File: src/rtl/palette_ram_ctrl_if.sv
// rtl/palette_ram_ctrl_if.sv - video, download, ROM and status signals of the custom palette RAM
interface palette_ram_ctrl_if #(
  parameter int IDX_W  = 6,
  parameter int DATA_W = 15
);
  logic              pix_ce_n;
  logic [IDX_W-1:0]  color;
  logic [DATA_W-1:0] pixel;
  logic              dl_active;
  logic              dl_wr;
  logic [7:0]        dl_addr;
  logic [7:0]        dl_data;
  logic              dl_wait;
  logic              init_req;
  logic [IDX_W-1:0]  rom_addr;
  logic [DATA_W-1:0] rom_data;
  logic              busy;
  logic              custom_valid;
  logic              overflow;

  modport master (
    output pix_ce_n, color, dl_active, dl_wr, dl_addr, dl_data, init_req, rom_data,
    input  pixel, dl_wait, rom_addr, busy, custom_valid, overflow
  );

  modport slave (
    input  pix_ce_n, color, dl_active, dl_wr, dl_addr, dl_data, init_req, rom_data,
    output pixel, dl_wait, rom_addr, busy, custom_valid, overflow
  );
endinterface

File: src/rtl/palette_ram_ctrl.sv
// rtl/palette_ram_ctrl.sv - single-port custom palette RAM shared by video reads, downloads and ROM fill
module palette_ram_ctrl #(
  parameter int ENTRIES  = 64,
  parameter int DATA_W   = 15,
  parameter int DL_BYTES = 128
) (
  input  logic               clk,
  input  logic               reset_n,
  palette_ram_ctrl_if.slave  bus
);
  localparam int IDX_W = $clog2(ENTRIES);

  typedef enum logic [1:0] {S_FILL, S_IDLE, S_LOAD} state_e;

  state_e              state_q, state_d;
  logic [DATA_W-1:0]   ram_q [ENTRIES];
  logic [DATA_W-1:0]   pixel_q;
  logic [IDX_W-1:0]    rom_addr_q, rom_addr_d;
  logic [7:0]          lo_q, lo_d;
  logic                pend_valid_q, pend_valid_d;
  logic [IDX_W-1:0]    pend_idx_q, pend_idx_d;
  logic [DATA_W-1:0]   pend_data_q, pend_data_d;
  logic [ENTRIES-1:0]  mask_q, mask_d;
  logic                custom_valid_q, custom_valid_d;
  logic                overflow_q, overflow_d;
  logic                busy_q, busy_d;
  logic                dl_wait_q, dl_wait_d;
  logic                dl_active_q;

  logic rd_slot;
  logic dl_rise;
  logic in_range;
  logic byte_ok;
  logic fill_wr;
  logic commit;
  logic fill_last;

  // Video reads own the port; fill and pending commits only use free cycles.
  assign rd_slot   = bus.pix_ce_n;
  assign dl_rise   = bus.dl_active & ~dl_active_q;
  assign in_range  = int'(bus.dl_addr) < DL_BYTES;
  assign fill_wr   = (state_q == S_FILL) & ~rd_slot & ~bus.init_req;
  assign commit    = (state_q != S_FILL) & pend_valid_q & ~rd_slot & ~bus.init_req;
  assign fill_last = rom_addr_q == IDX_W'(ENTRIES - 1);
  assign byte_ok   = bus.dl_wr & ~dl_wait_q & ~bus.init_req & in_range &
                     ((state_q == S_LOAD) | ((state_q == S_IDLE) & dl_rise));

  always_ff @(posedge clk or negedge reset_n) begin
    if (!reset_n) state_q <= S_FILL;
    else          state_q <= state_d;
  end

  always_comb begin
    state_d = state_q;
    if (bus.init_req) begin
      state_d = S_FILL;
    end else begin
      case (state_q)
        S_FILL:  if (fill_wr && fill_last) state_d = S_IDLE;
        S_IDLE:  if (bus.dl_active) state_d = S_LOAD;
        // A word still pending at the end of a download commits before leaving LOAD.
        S_LOAD:  if (!bus.dl_active && !pend_valid_q) state_d = S_IDLE;
        default: state_d = S_FILL;
      endcase
    end
  end

  always_comb begin
    rom_addr_d     = rom_addr_q;
    lo_d           = lo_q;
    pend_valid_d   = pend_valid_q;
    pend_idx_d     = pend_idx_q;
    pend_data_d    = pend_data_q;
    mask_d         = mask_q;
    custom_valid_d = custom_valid_q;
    overflow_d     = overflow_q | (bus.dl_wr & dl_wait_q);
    if (bus.init_req) begin
      rom_addr_d     = '0;
      pend_valid_d   = 1'b0;
      mask_d         = '0;
      custom_valid_d = 1'b0;
    end else begin
      if (fill_wr) rom_addr_d = fill_last ? '0 : rom_addr_q + 1'b1;
      if (state_q == S_IDLE && bus.dl_active) mask_d = '0;
      if (commit) begin
        pend_valid_d       = 1'b0;
        mask_d[pend_idx_q] = 1'b1;
      end
      if (byte_ok) begin
        if (!bus.dl_addr[0]) begin
          lo_d = bus.dl_data;
        end else begin
          pend_valid_d = 1'b1;
          pend_idx_d   = bus.dl_addr[IDX_W:1];
          pend_data_d  = DATA_W'({bus.dl_data[6:0], lo_q});
        end
      end
      if (state_q == S_LOAD && state_d == S_IDLE) custom_valid_d = &mask_q;
    end
    busy_d    = state_d == S_FILL;
    dl_wait_d = busy_d | pend_valid_d;
  end

  always_ff @(posedge clk or negedge reset_n) begin
    if (!reset_n) begin
      pixel_q        <= '0;
      rom_addr_q     <= '0;
      lo_q           <= '0;
      pend_valid_q   <= 1'b0;
      pend_idx_q     <= '0;
      pend_data_q    <= '0;
      mask_q         <= '0;
      custom_valid_q <= 1'b0;
      overflow_q     <= 1'b0;
      busy_q         <= 1'b1;
      dl_wait_q      <= 1'b1;
      dl_active_q    <= 1'b0;
    end else begin
      if (rd_slot) pixel_q <= ram_q[bus.color];
      rom_addr_q     <= rom_addr_d;
      lo_q           <= lo_d;
      pend_valid_q   <= pend_valid_d;
      pend_idx_q     <= pend_idx_d;
      pend_data_q    <= pend_data_d;
      mask_q         <= mask_d;
      custom_valid_q <= custom_valid_d;
      overflow_q     <= overflow_d;
      busy_q         <= busy_d;
      dl_wait_q      <= dl_wait_d;
      dl_active_q    <= bus.dl_active;
    end
  end

  // Palette storage has no reset; contents are only meaningful after a fill.
  always_ff @(posedge clk) begin
    if (fill_wr)     ram_q[rom_addr_q] <= bus.rom_data;
    else if (commit) ram_q[pend_idx_q] <= pend_data_q;
  end

  assign bus.pixel        = pixel_q;
  assign bus.rom_addr     = rom_addr_q;
  assign bus.busy         = busy_q;
  assign bus.dl_wait      = dl_wait_q;
  assign bus.custom_valid = custom_valid_q;
  assign bus.overflow     = overflow_q;
endmodule

File: src/flat_wrapper.sv
// flat-port wrapper written by rule: the top's interface ports become plain ports
module palette_ram_ctrl_flat 
#(
  parameter int ENTRIES  = 64,
  parameter int DATA_W   = 15,
  parameter int DL_BYTES = 128
)
  (clk, reset_n, bus_pix_ce_n, bus_color, bus_dl_active, bus_dl_wr, bus_dl_addr, bus_dl_data, bus_init_req, bus_rom_data, bus_pixel, bus_dl_wait, bus_rom_addr, bus_busy, bus_custom_valid, bus_overflow);
  palette_ram_ctrl_if #(.DATA_W(DATA_W)) bus_i ();
  input  logic clk;
  input  logic reset_n;
  input wire logic [$bits(bus_i.pix_ce_n)-1:0] bus_pix_ce_n;
  input wire logic [$bits(bus_i.color)-1:0] bus_color;
  input wire logic [$bits(bus_i.dl_active)-1:0] bus_dl_active;
  input wire logic [$bits(bus_i.dl_wr)-1:0] bus_dl_wr;
  input wire logic [$bits(bus_i.dl_addr)-1:0] bus_dl_addr;
  input wire logic [$bits(bus_i.dl_data)-1:0] bus_dl_data;
  input wire logic [$bits(bus_i.init_req)-1:0] bus_init_req;
  input wire logic [$bits(bus_i.rom_data)-1:0] bus_rom_data;
  output wire logic [$bits(bus_i.pixel)-1:0] bus_pixel;
  output wire logic [$bits(bus_i.dl_wait)-1:0] bus_dl_wait;
  output wire logic [$bits(bus_i.rom_addr)-1:0] bus_rom_addr;
  output wire logic [$bits(bus_i.busy)-1:0] bus_busy;
  output wire logic [$bits(bus_i.custom_valid)-1:0] bus_custom_valid;
  output wire logic [$bits(bus_i.overflow)-1:0] bus_overflow;
  assign bus_i.pix_ce_n = bus_pix_ce_n;
  assign bus_i.color = bus_color;
  assign bus_i.dl_active = bus_dl_active;
  assign bus_i.dl_wr = bus_dl_wr;
  assign bus_i.dl_addr = bus_dl_addr;
  assign bus_i.dl_data = bus_dl_data;
  assign bus_i.init_req = bus_init_req;
  assign bus_i.rom_data = bus_rom_data;
  assign bus_pixel = bus_i.pixel;
  assign bus_dl_wait = bus_i.dl_wait;
  assign bus_rom_addr = bus_i.rom_addr;
  assign bus_busy = bus_i.busy;
  assign bus_custom_valid = bus_i.custom_valid;
  assign bus_overflow = bus_i.overflow;
  palette_ram_ctrl #(.ENTRIES(ENTRIES), .DATA_W(DATA_W), .DL_BYTES(DL_BYTES)) u_core (.clk(clk), .reset_n(reset_n), .bus(bus_i));
endmodule
File: config.mk
export PLATFORM = sky130hd
export DESIGN_NAME = palette_ram_ctrl_flat
export DESIGN_NICKNAME = d
export VERILOG_FILES = /design/src/rtl/palette_ram_ctrl_if.sv /design/src/rtl/palette_ram_ctrl.sv /design/src/flat_wrapper.sv
export SDC_FILE = /design/constraint.sdc
export NUM_CORES = 1
export LEC_CHECK = 0
export ABC_AREA = 1
export BUFFER_PORTS_ARGS = -buffer_cell sky130_fd_sc_hd__buf_2
export CORE_ASPECT_RATIO = 1.25
export CORE_MARGIN = 2
export CORE_UTILIZATION = 65
export CTS_BUF_LIST = sky130_fd_sc_hd__clkbuf_4
export CTS_CLUSTER_DIAMETER = 150
export CTS_CLUSTER_SIZE = 10
export DETAILED_ROUTE_END_ITERATION = 10
export PLACE_DENSITY = 0.82
export SETUP_SLACK_MARGIN = 0.05
export SLEW_MARGIN = 30
export SYNTH_ARGS = -nofsm -noshare
export SYNTH_HDL_FRONTEND = slang
export SYNTH_SLANG_ARGS = --single-unit
export TNS_END_PERCENT = 5
File: constraint.sdc
create_clock -name clk -period 4.7 [get_ports clk]
set_input_delay 1.41 -clock clk [delete_from_list [all_inputs] [get_ports clk]]
set_output_delay 1.41 -clock clk [all_outputs]
set_load 0.005 [all_outputs]
==> summary.txt <==
Die
  – Die width: 236.7 um
  – Die Ht: 294.9 um
  – # IOs: around 70
  – Core ar.: roughly 0.067 mm2
  – Die area: between 0.06 and 0.07 mm2
  – # rows: approximately 110
  – Initial Utilization: 65.68%

Synth
  – Xor/xnor share of the synthesized area: 0.05973%
  – Post-synth top cells: nand2_1, edfxtp_1, nand3_1
  – Yosys top cell by area: edfxtp_1
  – Synth Instances: 3840
  – Count leader, synth: nand2_1
  – Ys Warns: 0
  – Main combinational cell family by area after synthesis: simple AND/OR/NAND/NOR gates
  – EDFF count, synth: 960
  – Top_reg_cell synth: edfxtp_1
  – Average size of a mapped cell: around 11 um2
  – Adder-Cell Fraction of Synth Area: 0.02844%
  – Top cells by area, synth: edfxtp_1, nand2_1, nand3_1, dfrtp_1, buf_2
  – Register bit total from synthesis: 1082
  – Post-synthesis sequential area ratio: 72.47%
  – Cell area after synthesis: 0.04399 mm2
  – Post-synthesis mux area share: less than 1%
  – Post-Synthesis Net Count: just under 4000
  – Ys async rst share: 11.28%
  – Compound-Gate Fraction of Synth Area: 1.428%
  – Synth top area share: 65.53%
  – Simple-gate share of the synthesized area: approximately 23%
  – Distinct cells, synth: 34

Timing
  – Hold Slack: 0.4428 ns
  – Final Hold Vio Count: 0
  – Final slew viol count: 0
  – Count of final setup violators: 0
  – Worst slew margin: 28.98%
  – RSZ-0062 raised after global routing: no
  – Peak Freq: 0.3001 GHz
  – Clock skew: approximately 0.066 ns
  – Least-Margin Pin Slew: around 1.1 ns
  – Final Worst Setup Slack: between 1 and 1.5 ns
  – Period utilization: 70.91%
  – Final min period: 3.333 ns

Clock network
  – Clk Latency, worst-skew pair: between 0.9 and 1 ns
  – CTS sink cnt: 1082
  – Post-CTS Setup Repair Bufs: 0
  – Clk pin slew, worst setup/hold paths: 0.12 ns
  – Clk buf depth: 3
  – H-tree depth: 3
  – CTS Buf Count: ~120
  – Root buffer cell: clkbuf_4
  – Hold buffers post-CTS: 0
  – TritonCTS clock tree: built
  – Post-CTS sizing: 0

Critical path
  – CP required: 5.34 ns
  – Worst path most repeated cell: nor2_1
  – CP max FO: 17
  – Critical path launch point type: primary input
  – Worst-path cell chain: buf_2 > inv_2 > nand2_1 > nor2_1 > inv_1 > nand2_2 > nand4_2 > nor2_1 > buf_4
  – Critical Path AT: 3.97 ns
  – Crit end category: flip-flop
  – Max stage delay on crit path: 0.55 ns
  – CP max stage cell: nand4_2
  – CP Class: in -> reg

Pwr
  – Max VDD drop: 0.2805 mV
  – Power per cell area: roughly 350 mW/mm2
  – Leakage power: 0.01729 uW

Place
  – Gp weighted congestion: 0.9312
  – Port-buffer cells: 67
  – Worst slack at placement: 0.5246 ns
  – DP HPWL: 65.41 mm
  – Placed standard-cell area: around 0.046 mm2

Job
  – Max Cap Viol: 0

Global route
  – First-pass GRT wire length: 166.6 mm
  – Initial antenna violation count: 5
  – Largest net degree at the start of global routing: about 120
  – Number of global-route vias before repair: about 29000
  – Total grt overflow: 0
  – GRT Overall Usage: 32.15%

Min path
  – Min-delay worst type: in -> async

Detailed routing
  – DRC violations left: 0
  – Wire length per cell: 23.29 um
  – Vias post-DR: 30260
  – DRT Wirelength: about 110 mm
  – Final ANT Viol Nets: 0
  – First-pass iteration count of the detailed router: 6
  – Via density: approximately 6.3
  – Initial drt markers: 4678

Final layout
  – Final instance area: 0.04694 mm2
  – Layout cells sized above 1: a little over a tenth
  – Nets@finish: just under 4000
  – Synthesis-to-layout area growth: 6.695%

Run status
  – Status: complete, no violations
-- cell families after synthesis --
kind of cell | count (synthesis)
simple gates | 2341
compound gates | 118
buf+inv | 287
fa+ha+maj | 1
mux | 8
xor+xnor | 3
flops | 1082
-- placed cells by master, fill, tap and decap left out, types with 33 or more instances in the layout --
cell type  instances
nor2_1            89
nand2_1         1321
edfxtp_1         960
a21oi_1           65
dfrtp_1          120
buf_2             63
clkbuf_4         171
buf_4            104
o21ai_0           33
nand3_1          875
inv_1             41
-- through the flow --
step	instances	total power (uW)	utilization, %	TNS (ns)
floorplan	3840	11420	-	-304.15
global placement	4657	11890	68.09	0
detailed placement	4657	11920	68.10	0
CTS	4830	16230	70.03	0
global route	4834	16710	70.08	0
finish	4835	16240	70.08	0
-- worst paths after layout --
kind	start	slack, ns	to	depth (start not counted)
worst min register to register	u_core.bus.overflow$_DFF_PN0_	0.48	u_core.bus.overflow$_DFF_PN0_	1
worst max register to register	u_core.pend_valid_q$_DFF_PN0_	1.76	u_core.ram_q[34][1]$_DFFE_PP_	9
min in group clk	u_core.bus.overflow$_DFF_PN0_	0.48	u_core.bus.overflow$_DFF_PN0_	1
worst max-delay path	bus_pix_ce_n	1.37	u_core.ram_q[34][1]$_DFFE_PP_	9
worst min-delay path	reset_n	0.44	u_core.pend_data_q[3]$_DFFE_PN0P_	1
max in group asynchronous	reset_n	3.45	u_core.bus.pixel[7]$_DFFE_PN0P_	2
-- area by class of cell --
type | count | area [um2]
diodes | 5 | 12.51
clock buffers | 171 | 1284
clock inverters | 2 | 12.51
fillers | 4425 | 20040
inverters | 52 | 215.2
multi-input cells | 2471 | 10950
flip-flops and latches | 1082 | 31880
well taps | 864 | 1081
repair buffers | 188 | 1496
-- state kept, by name (all words and copies together) (netlist names) --
signal and flops:
u_core.ram_q 960, u_core.mask_q 64, u_core.bus.pixel 15, u_core.pend_data_q 15, u_core.lo_q 8, u_core.bus.rom_addr 6
u_core.pend_idx_q 6, u_core.state_q 2, u_core.bus.busy 1, u_core.bus.custom_valid 1, u_core.bus.dl_wait 1, u_core.bus.overflow 1
u_core.dl_active_q 1, u_core.pend_valid_q 1
-- worst max-delay path, delay by kind of cell --
kind | cells | cell delay, ns
AND/OR/NAND/NOR | 5 | 1.53
buffers and inverters | 4 | 1.01
-- per-layer routing --
metal | up-vias | part of all wire (%) | GRT usage (%)
met5 | - | 0.0062 | 0
met3 | 396 | 11 | 5.685
met1 | 14300 | 35 | 42.02
met2 | 1986 | 48 | 51.38
li1 | 13580 | - | -
met4 | 2 | 6.1 | 18.72
-- power by group --
group          switching [uW]  total, uW  internal [uW]
Combinational             908       1200            290
Clock                    2880       4500           1630
Sequential               40.9      10500          10500
Total                    3830      16200          12400
No activity file was read; power rests on OpenSTA's default activity.
